`src/rtl/clock_supervisor.sv`:
```
// -----------------------------------------------------------------------------
// clock_supervisor
//
// Sequences a PLL out of reset: pulses the PLL reset, waits for lock, checks
// that lock holds for a stable window, then releases downstream reset. Lock
// loss in RUN restarts the sequence; repeated failed attempts end in a sticky
// FAIL state that only i_reset can leave.
//
// Build option:
//   CLOCK_SUPERVISOR_RETRY_EN  defined   -> failed attempts are retried until
//                                           MAX_RETRIES failures accumulate.
//                              undefined -> the first failed attempt goes to
//                                           FAIL; o_retry_count is tied to 0.
//
// Ports:
//   i_clock        free-running board clock (never a PLL output)
//   i_reset        synchronous active-low reset
//   i_locked       PLL lock flag, asynchronous to i_clock
//   o_pll_reset    active-high reset to the PLL (PLL_RST and FAIL)
//   o_sys_reset    active-high downstream reset, low only in RUN
//   o_ready        high only in RUN
//   o_retry_count  failed attempts since the last entry to RUN
//   o_fail         sticky failure flag, high only in FAIL
// -----------------------------------------------------------------------------
module clock_supervisor #(
  parameter int PLL_RST_CYCLES = 16,
  parameter int LOCK_TIMEOUT   = 125000,
  parameter int STABLE_CYCLES  = 1024,
  parameter int MAX_RETRIES    = 8
) (
  input  logic       i_clock,
  input  logic       i_reset,
  input  logic       i_locked,
  output logic       o_pll_reset,
  output logic       o_sys_reset,
  output logic       o_ready,
  output logic [3:0] o_retry_count,
  output logic       o_fail
);

  localparam int MAX_AB = (PLL_RST_CYCLES > LOCK_TIMEOUT) ? PLL_RST_CYCLES : LOCK_TIMEOUT;
  localparam int MAX_N  = (MAX_AB > STABLE_CYCLES) ? MAX_AB : STABLE_CYCLES;
  localparam int CNT_W  = $clog2(MAX_N + 1);

  // Terminal values are compared against the incremented count, so a
  // terminal count of zero never occurs.
  localparam logic [CNT_W:0] PLL_N    = PLL_RST_CYCLES[CNT_W:0];
  localparam logic [CNT_W:0] LOCK_N   = LOCK_TIMEOUT[CNT_W:0];
  localparam logic [CNT_W:0] STABLE_N = STABLE_CYCLES[CNT_W:0];
  localparam logic [CNT_W:0] INC_ONE  = {{CNT_W{1'b0}}, 1'b1};

  if (MAX_RETRIES < 1 || MAX_RETRIES > 15) begin : g_bad_retries
    $error("clock_supervisor: MAX_RETRIES must be in 1..15");
  end

  typedef enum logic [2:0] {
    PLL_RST   = 3'd0,
    WAIT_LOCK = 3'd1,
    STABLE    = 3'd2,
    RUN       = 3'd3,
    FAIL      = 3'd4
  } state_t;

  logic             meta_q;
  logic             locked_s_q;
  state_t           state_q, state_d;
  logic [CNT_W-1:0] cnt_q, cnt_d;
  logic [CNT_W:0]   cnt_inc;
  logic             give_up;
  logic             pll_reset_q, pll_reset_d;
  logic             sys_reset_q, sys_reset_d;
  logic             ready_q, ready_d;
  logic             fail_q, fail_d;

  assign cnt_inc = {1'b0, cnt_q} + INC_ONE;

`ifdef CLOCK_SUPERVISOR_RETRY_EN
  localparam logic [3:0] RETRY_MAX = MAX_RETRIES[3:0];

  logic [3:0] retry_q, retry_d, retry_inc;
  logic       attempt_failed;

  assign retry_inc = (retry_q == RETRY_MAX) ? retry_q : retry_q + 4'd1;
  assign give_up   = (retry_inc == RETRY_MAX);

  // Leaving WAIT_LOCK/STABLE for PLL_RST or FAIL only happens on a timeout
  // or a lock glitch, i.e. a failed attempt.
  assign attempt_failed = ((state_q == WAIT_LOCK) || (state_q == STABLE)) &&
                          ((state_d == PLL_RST) || (state_d == FAIL));

  always_comb begin
    retry_d = retry_q;
    if (state_d == RUN) begin
      retry_d = 4'd0;
    end else if (attempt_failed) begin
      retry_d = retry_inc;
    end
  end

  always_ff @(posedge i_clock) begin
    if (!i_reset) begin
      retry_q <= 4'd0;
    end else begin
      retry_q <= retry_d;
    end
  end

  assign o_retry_count = retry_q;
`else
  assign give_up       = 1'b1;
  assign o_retry_count = 4'd0;
`endif

  always_comb begin
    state_d = state_q;
    cnt_d   = cnt_q;
    case (state_q)
      PLL_RST: begin
        if (cnt_inc == PLL_N) begin
          state_d = WAIT_LOCK;
          cnt_d   = '0;
        end else begin
          cnt_d = cnt_inc[CNT_W-1:0];
        end
      end
      WAIT_LOCK: begin
        // The cycle that first sees lock is the first of the stable window.
        if (locked_s_q) begin
          if (STABLE_N == INC_ONE) begin
            state_d = RUN;
            cnt_d   = '0;
          end else begin
            state_d  = STABLE;
            cnt_d    = '0;
            cnt_d[0] = 1'b1;
          end
        end else if (cnt_inc == LOCK_N) begin
          state_d = give_up ? FAIL : PLL_RST;
          cnt_d   = '0;
        end else begin
          cnt_d = cnt_inc[CNT_W-1:0];
        end
      end
      STABLE: begin
        if (!locked_s_q) begin
          state_d = give_up ? FAIL : PLL_RST;
          cnt_d   = '0;
        end else if (cnt_inc == STABLE_N) begin
          state_d = RUN;
          cnt_d   = '0;
        end else begin
          cnt_d = cnt_inc[CNT_W-1:0];
        end
      end
      RUN: begin
        if (!locked_s_q) begin
          state_d = PLL_RST;
          cnt_d   = '0;
        end
      end
      FAIL: begin
        state_d = FAIL;
      end
      default: begin
        state_d = PLL_RST;
        cnt_d   = '0;
      end
    endcase

    // Outputs follow the next state so they change on the same edge.
    pll_reset_d = (state_d == PLL_RST) || (state_d == FAIL);
    sys_reset_d = (state_d != RUN);
    ready_d     = (state_d == RUN);
    fail_d      = (state_d == FAIL);
  end

  always_ff @(posedge i_clock) begin
    if (!i_reset) begin
      meta_q      <= 1'b0;
      locked_s_q  <= 1'b0;
      state_q     <= PLL_RST;
      cnt_q       <= '0;
      pll_reset_q <= 1'b1;
      sys_reset_q <= 1'b1;
      ready_q     <= 1'b0;
      fail_q      <= 1'b0;
    end else begin
      meta_q      <= i_locked;
      locked_s_q  <= meta_q;
      state_q     <= state_d;
      cnt_q       <= cnt_d;
      pll_reset_q <= pll_reset_d;
      sys_reset_q <= sys_reset_d;
      ready_q     <= ready_d;
      fail_q      <= fail_d;
    end
  end

  assign o_pll_reset = pll_reset_q;
  assign o_sys_reset = sys_reset_q;
  assign o_ready     = ready_q;
  assign o_fail      = fail_q;

endmodule

```
`config.mk`:
```
export PLATFORM = sky130hd
export DESIGN_NAME = clock_supervisor
export DESIGN_NICKNAME = d
export VERILOG_FILES = /design/src/rtl/clock_supervisor.sv
export SDC_FILE = /design/constraint.sdc
export NUM_CORES = 1
export LEC_CHECK = 0
export CORE_ASPECT_RATIO = 1.5
export CORE_UTILIZATION = 53
export CTS_CLUSTER_SIZE = 10
export DETAILED_ROUTE_END_ITERATION = 6
export GPL_ROUTABILITY_DRIVEN = 0
export MAX_ROUTING_LAYER = met4
export PLACE_DENSITY = 0.75
export SETUP_SLACK_MARGIN = 0.2
export SLEW_MARGIN = 5
export SYNTH_ARGS = -nofsm -noshare
export SYNTH_HDL_FRONTEND = slang
export SYNTH_SLANG_ARGS = --single-unit
export TNS_END_PERCENT = 20
```
`constraint.sdc`:
```
create_clock -name i_clock -period 3 [get_ports i_clock]
set_input_delay 0.6 -clock i_clock [delete_from_list [all_inputs] [get_ports i_clock]]
set_output_delay 0.6 -clock i_clock [all_outputs]
set_load 0.1 [all_outputs]
```
==> reports/qor.yml <==
timing:
  fin_worst_skew_ns: 0.00452
  whs_ns: 0.455
  rsz0062_at_grt: "true"
  setup_viol: 0
  drv_slew: 0
  final.setup.tns_ns: 0
  hold_viol: 0
  slew_headroom_pct: 55.4
  min_period_over_period_pct: 92.3
  fmax_mhz: 361
  worstMarginPinSlew_ns: 0.669
  period_needed_ns: 2.77
clocking:
  htree_num_levels: 1
  cts_tree: "built"
  cts_buffers: 3
  cts_root_buf: "clkbuf_8"
  clk_pin_slew_ns: 0.09
  cts.path.max_buffers: 2
  cts_num_sinks: 26
  clock_latency_ns: 0.27
synth:
  synth_warnings: 0
  ys_top_cells_by_area: "dfxtp_1 30%, nand2_1 5.5%, xnor2_1 4.1%, nor4_1 4.0%, nor2_1 4.0%"
  synth_xor_xnor_area_share_pct: 5.13
  synthMuxAreaShare_pct: 1.25
  synth_compound_area_share_pct: 15.7
  synth_area_leader_cell: "dfxtp_1"
  synth_fa_ha_area_share_pct: 0.733
  syn_inst: 211
  yosysSeqAreaShare_pct: 30.5
  synth-seq-cells: 26
  synth.avg_cell_area_um2: 8.09
  synth_top_area_share_pct: 30.5
  synth_top_family_by_area: "simple AND/OR/NAND/NOR gates"
  synth.distinct_cells: 53
  synth-simple-area-share_pct: 39.5
  netlist_area_um2: 1710
floorplan:
  rows: 24
  die_height_um: 71.5
  die-area_um2: 3460
  die_x_um: 48.4
  pin_count: 11
  initial_core_util_pct: 57.4
  design.core.area_um2: 2970
grt:
  grt_antenna_before_repair: 0
  grt_pass1_vias: 1646
  grt_usage_pct: 30.9
  grt_max_degree: 19
  grt_pass1_wl_mm: 8.00
  overflow: 0
finish:
  syn_to_final_growth_pct: 27.4
  num_antenna_cells: 0
  drive_gt1_share_pct: 30.0
  nFillCells: 202
  fin_nets: 238
  seqCellArea_um2: 533
  multiInputGateArea_um2: 1250
  final_cell_mix: "29 x buf_4, 25 x nand2_1, 20 x dfxtp_1"
  final_common_cell: "buf_4"
drt:
  drt_iter0_markers: 108
  num_vias: 1781
  final_antenna_net_count: 0
  via_per_inst: 6.55
  totalWireLength_mm: 5.41
  wire_per_inst_um: 19.9
  firstDrtPassIters: 5
  drc: 0
setup_path:
  reg2reg_from: "cnt_q[0]"
  cpLargestDelayFamily: "simple AND/OR/NAND/NOR gates"
  slowest_delay_ns: 0.41
  critPathKind: "register to register"
  cp_slowest_cell: "dfxtp_4"
  crit_top_cell: "buf_4"
  path_cells: "ha_4 > nand4_4 > buf_4 > or3_1 > and4b_1 > o211ai_1 > buf_4 > nor4b_4 > nor2b_2 > clkdlybuf4s15_2 > nor2_1 > a2111oi_1"
  cp.required_ns: 3.16
  cp-start-kind: "register"
  crit_buf_inv: 3
  startpoint: "cnt_q[0]"
  end_kind: "register"
  cp_max_fo: 6
  arrival_ns: 2.93
worst_hold_path:
  min_from: "meta_q"
  hp-class: "register to register"
power:
  power_mw: 0.705
  peakVddDrop_v: 0.000371
  powerDensity_nw_per_um2: 324
  p_leak_nw: 0.819
placed_design:
  post-dp-hpwl_mm: 3.35
  io_buffers: 6
job:
  maxCapViolations: 0
status:
  outcome: "completed"
==> per-layer routing <==
metal	global-route usage, %	wire length (um)
met4	16.7	248
met5	-	0
met1	32.3	1880
met3	2.34	300
met2	57.3	2980
==> cell usage after synthesis (all sizes together) <==
| cell type | count |
|---|---|
| o21a | 1 |
| ha | 1 |
| and4bb | 1 |
| a211o | 2 |
| nand4 | 7 |
| nor2 | 19 |
| and3b | 1 |
| conb | 1 |
| o41ai | 1 |
| or3 | 2 |
| o32ai | 5 |
| xor2 | 2 |
| nor4 | 13 |
| nand3 | 12 |
| o22ai | 1 |
| nor3b | 1 |
| a31oi | 2 |
| o31ai | 1 |
| dfxtp | 26 |
| xnor2 | 8 |
| and3 | 2 |
| nor3 | 10 |
| nand2 | 25 |
| mux2i | 1 |
| a22o | 1 |
| nor2b | 6 |
| inv | 3 |
| buf | 12 |
| mux2 | 1 |
| and4 | 2 |
| clkbuf | 7 |
| nor4b | 2 |
| nand2b | 1 |
| a2111oi | 3 |
| and2 | 5 |
| and4b | 1 |
| o21ai | 10 |
| a21oi | 8 |
| o211ai | 2 |
| a21o | 1 |
| o2111ai | 1 |
==> final timing paths <==
kind | slack [ns] | endpoint | cells after the start
max | 0.23 | cnt_q[10] | 12
min | 0.45 | locked_s_q | 1
max reg2reg | 0.23 | cnt_q[10] | 12
min reg2reg | 0.45 | locked_s_q | 1
==> timing repair <==
item / CTS / global route
hold buffers: 0 / 0
pin swaps: 5 / 9
endpoints found under the setup margin: 19 / 20
gates cloned: 0 / 2
resized for setup: 13 / 20
buffers inserted: 3 / 10
==> cell type report <==
cell class | instances | area share [%]
inverters | 3 | 0.518
repair buffers | 34 | 12.2
clock buffers | 3 | 1.90
clock inverters | 1 | 1.38
well taps | 39 | 2.24
flip-flops and latches | 26 | 24.5
multi-input cells | 166 | 57.3
==> flip-flops by register name (all words and copies together), names as in the netlist <==
signal,flops
cnt_q,17
locked_s_q,1
meta_q,1
o_fail,1
o_pll_reset,1
o_ready,1
o_sys_reset,1
state_q,3
==> worst register-to-register path: stages, from the launching register on <==
cell and delay [ns]:
dfxtp_4 0.41, ha_4 0.17, nand4_4 0.09, buf_4 0.18
or3_1 0.29, and4b_1 0.22, o211ai_1 0.18, buf_4 0.17
nor4b_4 0.06, nor2b_2 0.21, clkdlybuf4s15_2 0.27, nor2_1 0.08
a2111oi_1 0.34
==> through the flow <==
step           instances  area [um^2]  utilization (%)  setup WS (ns)
6_report             272         2180             73.2          0.231
5_1_grt              272         2180             73.2          0.117
4_1_cts              260         1980             66.6          0.206
3_5_place_dp         253         1820             61.3         0.0408
3_3_place_gp         253         1820             61.3          0.105
2_1_floorplan        214         1730                -          0.235
==> power breakdown <==
part | leakage [nW] | switching, mW | internal (mW)
logic | 0.569 | 0.0410 | 0.0169
registers | 0.214 | 0.00925 | 0.350
clock network | 0.0357 | 0.110 | 0.179
total | 0.819 | 0.160 | 0.545
==> cells by family after synthesis <==
kind of cell             count (synthesis)
flip-flops                              26
AND/OR/NAND/NOR                        110
multiplexers                             2
buffers and inverters                   22
AO/OA/AOI/OAI                           39
adder cells (fa/ha/maj)                  1
XOR/XNOR                                10
other                                    1
No activity file was read; power rests on OpenSTA's default activity.
